==> src/rtl/ram_data_mrw_pkg.sv <==
// ram_pkg: shared helpers for the multi-read data RAM.
// Address width, masked segment merge, read-result struct macro.
`ifndef RAM_RD_RES_T
`define RAM_RD_RES_T(W) struct packed { \
   logic valid; \
   logic [(W)-1:0] data; \
}
`endif

package ram_pkg;

   // Widest entry supported by the shared merge helper.
   localparam int MAX_W = 512;

   // clog2 with a floor of one bit.
   function automatic int addr_w(input int depth);
      return (depth > 2) ? $clog2(depth) : 1;
   endfunction

   // Bit b comes from nw when its segment's mask bit is set.
   function automatic logic [MAX_W-1:0] seg_merge(
      input logic [MAX_W-1:0] old_d,
      input logic [MAX_W-1:0] nw_d,
      input logic [MAX_W-1:0] mask,
      input int               seg_w
   );
      logic [MAX_W-1:0] r;
      for (int b = 0; b < MAX_W; b++) begin
         r[b] = mask[b / seg_w] ? nw_d[b] : old_d[b];
      end
      return r;
   endfunction

endpackage

==> src/rtl/ram_data_mrw_rdport.sv <==
// ram_mrw_rdport: one read port of ram_data_mrw.
// In: W0_clk, reset_n, r_en/r_addr, mem/valid, write-side bypass info.
// Out: r_data/r_valid, combinational or registered (READ_LAT).
`ifndef RAM_RD_RES_T
`define RAM_RD_RES_T(W) struct packed { \
   logic valid; \
   logic [(W)-1:0] data; \
}
`endif

module ram_mrw_rdport
   import ram_pkg::*;
#(
   parameter int DEPTH    = 5,
   parameter int WIDTH    = 65,
   parameter int AW       = 3,
   parameter int READ_LAT = 0,
   parameter int BYPASS   = 1
) (
   input  logic             W0_clk,
   input  logic             reset_n,
   input  logic             r_en,
   input  logic [AW-1:0]    r_addr,
   input  logic [WIDTH-1:0] mem [0:DEPTH-1],
   input  logic [DEPTH-1:0] valid,
   input  logic             wr_hit,
   input  logic [AW-1:0]    wr_addr,
   input  logic [WIDTH-1:0] wr_merged,
   output logic [WIDTH-1:0] r_data,
   output logic             r_valid
);

   typedef `RAM_RD_RES_T(WIDTH) rd_res_t;

   localparam logic [AW:0] DEPTH_C = (AW+1)'(DEPTH);

   rd_res_t res_c;
   logic    in_rng;
   logic    byp;
   logic    unused_byp;

   assign in_rng = ({1'b0, r_addr} < DEPTH_C);
   assign byp    = (BYPASS != 0) && wr_hit
                && (r_addr == wr_addr);

   // Consumed only when bypass is compiled out.
   assign unused_byp = ^{wr_hit, wr_addr, wr_merged};

   // Invalid, disabled or out-of-range reads are forced to zero.
   always_comb begin
      res_c = '0;
      if (r_en && in_rng) begin
         if (byp) begin
            res_c.valid = 1'b1;
            res_c.data  = wr_merged;
         end else if (valid[r_addr]) begin
            res_c.valid = 1'b1;
            res_c.data  = mem[r_addr];
         end
      end
   end

   if (READ_LAT == 0) begin : g_comb
      logic unused_clk;
      assign unused_clk = W0_clk ^ reset_n;
      assign r_data     = res_c.data;
      assign r_valid    = res_c.valid;
   end else begin : g_reg
      rd_res_t res_q;
      // Holds the last result while the port is idle.
      always_ff @(posedge W0_clk or negedge reset_n) begin
         if (!reset_n) begin
            res_q <= '0;
         end else if (r_en) begin
            res_q <= res_c;
         end
      end
      assign r_data  = res_q.data;
      assign r_valid = res_q.valid;
   end

endmodule

==> src/rtl/ram_data_mrw.sv <==
// ram_data_mrw: DEPTH x WIDTH RAM, 1 masked write, NUM_READ reads,
// per-entry valid bits with async reset and sync flush.
// In: W0_clk, reset_n, flush, W0_en/addr/mask/data, R_en, R_addr.
// Out: R_data (NUM_READ*WIDTH), R_valid (NUM_READ).
module ram_data_mrw
   import ram_pkg::*;
#(
   parameter  int DEPTH    = 5,
   parameter  int WIDTH    = 65,
   parameter  int NUM_READ = 2,
   parameter  int SEG_W    = 13,
   parameter  int READ_LAT = 0,
   parameter  int BYPASS   = 1,
   localparam int AW       = addr_w(DEPTH),
   localparam int NSEG     = WIDTH / SEG_W
) (
   input  logic                      W0_clk,
   input  logic                      reset_n,
   input  logic                      flush,
   input  logic                      W0_en,
   input  logic [AW-1:0]             W0_addr,
   input  logic [NSEG-1:0]           W0_mask,
   input  logic [WIDTH-1:0]          W0_data,
   input  logic [NUM_READ-1:0]       R_en,
   input  logic [NUM_READ*AW-1:0]    R_addr,
   output logic [NUM_READ*WIDTH-1:0] R_data,
   output logic [NUM_READ-1:0]       R_valid
);

   localparam logic [AW:0] DEPTH_C = (AW+1)'(DEPTH);

   logic [WIDTH-1:0] mem [0:DEPTH-1];
   logic [DEPTH-1:0] valid;
   logic [DEPTH-1:0] valid_nxt;
   logic             wr_hit;
   logic [WIDTH-1:0] wr_old;
   logic [WIDTH-1:0] wr_merged;

   // Writes are ignored while reset is held so nothing
   // bypasses onto the outputs during reset.
   assign wr_hit = reset_n && W0_en
                && ({1'b0, W0_addr} < DEPTH_C);

   assign wr_old = wr_hit ? mem[W0_addr] : '0;

   assign wr_merged = WIDTH'(seg_merge(
      MAX_W'(wr_old), MAX_W'(W0_data),
      MAX_W'(W0_mask), SEG_W));

   always_ff @(posedge W0_clk) begin
      if (wr_hit) begin
         mem[W0_addr] <= wr_merged;
      end
   end

   // Flush first, then the write re-marks its entry.
   always_comb begin
      valid_nxt = valid;
      if (flush) begin
         valid_nxt = '0;
      end
      if (wr_hit) begin
         valid_nxt[W0_addr] = 1'b1;
      end
   end

   always_ff @(posedge W0_clk or negedge reset_n) begin
      if (!reset_n) begin
         valid <= '0;
      end else begin
         valid <= valid_nxt;
      end
   end

   for (genvar gi = 0; gi < NUM_READ; gi++) begin : g_rd
      ram_mrw_rdport #(
         .DEPTH    (DEPTH),
         .WIDTH    (WIDTH),
         .AW       (AW),
         .READ_LAT (READ_LAT),
         .BYPASS   (BYPASS)
      ) u_rd (
         .W0_clk    (W0_clk),
         .reset_n   (reset_n),
         .r_en      (R_en[gi]),
         .r_addr    (R_addr[gi*AW +: AW]),
         .mem       (mem),
         .valid     (valid),
         .wr_hit    (wr_hit),
         .wr_addr   (W0_addr),
         .wr_merged (wr_merged),
         .r_data    (R_data[gi*WIDTH +: WIDTH]),
         .r_valid   (R_valid[gi])
      );
   end

endmodule

==> config.mk <==
export PLATFORM = sky130hd
export DESIGN_NAME = ram_data_mrw
export DESIGN_NICKNAME = d
export VERILOG_FILES = /design/src/rtl/ram_data_mrw_pkg.sv /design/src/rtl/ram_data_mrw_rdport.sv /design/src/rtl/ram_data_mrw.sv
export SDC_FILE = /design/constraint.sdc
export NUM_CORES = 1
export LEC_CHECK = 0
export CORE_MARGIN = 2
export CORE_UTILIZATION = 35
export DETAILED_ROUTE_END_ITERATION = 16
export PLACE_DENSITY = 0.54
export REMOVE_ABC_BUFFERS = 1
export SYNTH_ARGS = -nofsm -noshare
export SYNTH_HDL_FRONTEND = slang
export SYNTH_SLANG_ARGS = --single-unit
==> constraint.sdc <==
create_clock -name W0_clk -period 2.1 [get_ports W0_clk]
set_clock_uncertainty 0.15 [all_clocks]
set_input_delay 0.21 -clock W0_clk [delete_from_list [all_inputs] [get_ports W0_clk]]
set_output_delay 0.21 -clock W0_clk [all_outputs]
set_load 0.005 [all_outputs]
==> run_results.csv <==
group,metric,value,unit
logic_synthesis,yosys.area.top_type_share,51.0,%
die,core,53900,um^2
global_route,grt_overflow,0,
sta,fin_crit,2.73,ns
clock_network,clockBufferDepth,3,
logic_synthesis,async_flop_share,1.52,%
worst_setup_path,crit_slowest_cell,"dfrtp_1",
worst_setup_path,cp-start-kind,"register",
logic_synthesis,syn_avg_cell_area,12.3,um^2
sta,clock.fmax,0.367,GHz
run,drv_cap,0,
detailed_routing,met2_length,37000,um
detailed_routing,first_pass_iters,6,
worst_setup_path,critPathBufInv,4,
worst_setup_path,cp.required,1.74,ns
worst_setup_path,worstSetupPathType,"reg -> out",
worst_setup_path,crit_chain,"mux2i_1 -> or2_1 -> o21ai_2 -> nand3_4 -> buf_12 -> buf_8 -> buf_16 -> o22ai_4 -> buf_2",
logic_synthesis,netlist_instances,1557,
logic_synthesis,synth-edff-count,325,
clock_network,clk_latency,0.56,ns
global_route,track_usage,26.3,%
detailed_routing,routed_wl,77100,um
sta,slew_viol_final,0,
placement,dp_hpwl,47500,um
detailed_routing,wl_per_cell,26.8,um
global_route,grt_antenna_before_repair,0,
global_route,grt_pass1_vias,17600,
cells_and_area,syn_to_final_growth,49.4,%
logic_synthesis,synth_area_leader_cell,"edfxtp_1",
worst_setup_path,arrival,2.37,ns
worst_setup_path,worstPathMaxFanout,7,
sta,tns,-69.70,ns
placement,gp_congestion,0.828,
cells_and_area,multi_input_area,9730,um^2
logic_synthesis,synth_warnings,0,
detailed_routing,drc_errors,0,
clock_network,cts_buffers,40,
global_route,grt_pass1_wl,111000,um
placement,place_inst,2722,
cells_and_area,nFillCells,4517,
detailed_routing,viasPerCell,5.97,
detailed_routing,drt_iter0_markers,1470,
die,die_area,56600,um^2
sta,hold_violations,0,
die,ioPinCount,217,
clock_network,clk_pin_slew,0.06,ns
placement,place.port_buffers,216,
logic_synthesis,yosysMostFrequentCell,"edfxtp_1",
detailed_routing,top_layer_used,"met4",
sta,setup_ws,-0.627,ns
clock_network,h-tree-depth,2,
logic_synthesis,netlist_top_cells_area,"edfxtp_1, mux2i_1, o22ai_1",
detailed_routing,wl_met3,5500,um
detailed_routing,wl_met1,32200,um
detailed_routing,vias,17200,
cells_and_area,layout-drive-gt1-share,45.0,%
sta,worstMarginPinSlew,0.757,ns
die,rows,85,
cells_and_area,antenna_cells,0,
run_status,violations,"setup timing",
sta,rsz0062_at_grt,"yes",
worst_setup_path,slowest_delay,0.41,ns
logic_synthesis,synth_common_cells,"edfxtp_1, o22ai_1, mux2i_1",
run_status,status,"finished, violations left",
logic_synthesis,yosysSeqAreaShare,51.7,%
clock_network,clockRootBuffer,"clkbuf_16",
worst_setup_path,crit_family,"buffers and inverters",
logic_synthesis,syn_area,19100,um^2
logic_synthesis,ys_ff_latch,330,
die,die-width,238,um
logic_synthesis,synth-main-ff-cell,"edfxtp_1",
global_route,grt_max_degree,63,
worst_setup_path,endpoint_kind,"output port",
power,ir_worst_vdd,0.464,mV
logic_synthesis,ys_types,48,
sta,finalSetupViolCount,132,
power,power.density,582,nW/um^2
cells_and_area,instances_no_fill,2875,
cells_and_area,final-seq-area,9890,um^2
detailed_routing,ant_nets,0,
worst_hold_path,hold_path_class,"in -> async",
sta,period_share,130,%
clock_network,cts_tree,"yes",
die,start_util,35.5,%
clock_network,cts_num_sinks,330,
cells_and_area,final_nets,2235,
die,die_h,238,um
power,power_leakage,11.4,nW
sta,relSlewSlack,49.5,%
## path summary, 6_finish.rpt
path                       startpoint         end  slack [ns]  depth (start not counted)
max in group asynchronous     reset_n    valid[0]        1.37                          3
max reg2reg                   mem[93]     mem[93]        0.02                          5
min                           reset_n    valid[2]        0.20                          3
min reg2reg                  valid[3]    valid[3]        0.51                          2
max                          valid[2]  R_data[18]       -0.63                          9
min in group W0_clk        W0_addr[2]    mem[194]        0.27                          6
## worst reg2reg max path: stages (launching register included)
cell,delay (ns)
edfxtp_1,0.38
mux4_2,0.50
mux2_4,0.29
a22oi_2,0.30
buf_4,0.19
inv_4,0.04
## layer usage
metal	up-vias	GRT usage, %
met2	783	44.2
li1	7501	-
met4	0	9.36
met1	8735	34.8
met3	159	3.67
met5	-	0
## through the flow
stage | hold slack [ns] | total power [W] | worst slack, ns | cell area, um^2 | utilization [%]
global placement | 0.342 | 0.00990 | -0.984 | 25300 | 47.0
detailed placement | 0.346 | 0.00992 | -0.985 | 25300 | 47.0
floorplan | -0.236 | 0.00853 | -5.37 | 18400 | -
finish | 0.205 | 0.0166 | -0.627 | 28600 | 53.0
CTS | 0.206 | 0.0166 | -0.680 | 28000 | 51.9
global route | 0.232 | 0.0171 | -0.695 | 28600 | 53.0
## area by class of cell
cell class	instances	area share, %
clock buffers	43	3.54
clock inverters	28	0.709
inverters	71	1.00
multi-input cells	1004	34.0
flip-flops and latches	330	34.6
well taps	696	3.05
repair buffers	703	23.1
## state kept, by name (all words and copies together), names as in the netlist
register / flops
valid: 5
mem: 325
## kinds of logic after synthesis
| kind of cell | synth area share [%] |
|---|---|
| mux | 21.8 |
| flops | 51.7 |
| simple gates | 2.29 |
| compound gates | 18.7 |
| xor+xnor | 0.275 |
| buf+inv | 5.31 |
## timing repair
action                                  4_1_cts  5_1_grt
hold endpoints to repair                      5        0
resized for setup                           759       91
pin swaps                                    85       59
endpoints found under the setup margin      137      199
buffers inserted                             55       35
hold buffers                                  1        0
gates cloned                                 12        4
## layout by cell type (no fill, tap or decap), types with 6 or more instances in the layout
master / n
nand2_1: 33
clkinv_1: 12
mux2_4: 13
a32oi_1: 18
a32oi_2: 11
o22ai_1: 174
a22oi_2: 35
inv_1: 58
clkdlybuf4s50_1: 73
inv_4: 8
mux4_2: 38
o22ai_4: 44
mux2_2: 22
buf_2: 130
a21oi_1: 147
o22ai_2: 84
mux2i_1: 289
buf_6: 33
buf_8: 6
clkinv_2: 8
nor2_1: 9
edfxtp_1: 325
buf_16: 13
buf_12: 69
buf_4: 363
clkbuf_16: 44
o21ai_0: 10
## power breakdown
part           switching, W  total, W  internal [W]
clock network       0.00278   0.00651       0.00373
registers         0.0000458   0.00740       0.00735
logic               0.00150   0.00272       0.00122
(Power assumes the default switching activity.)
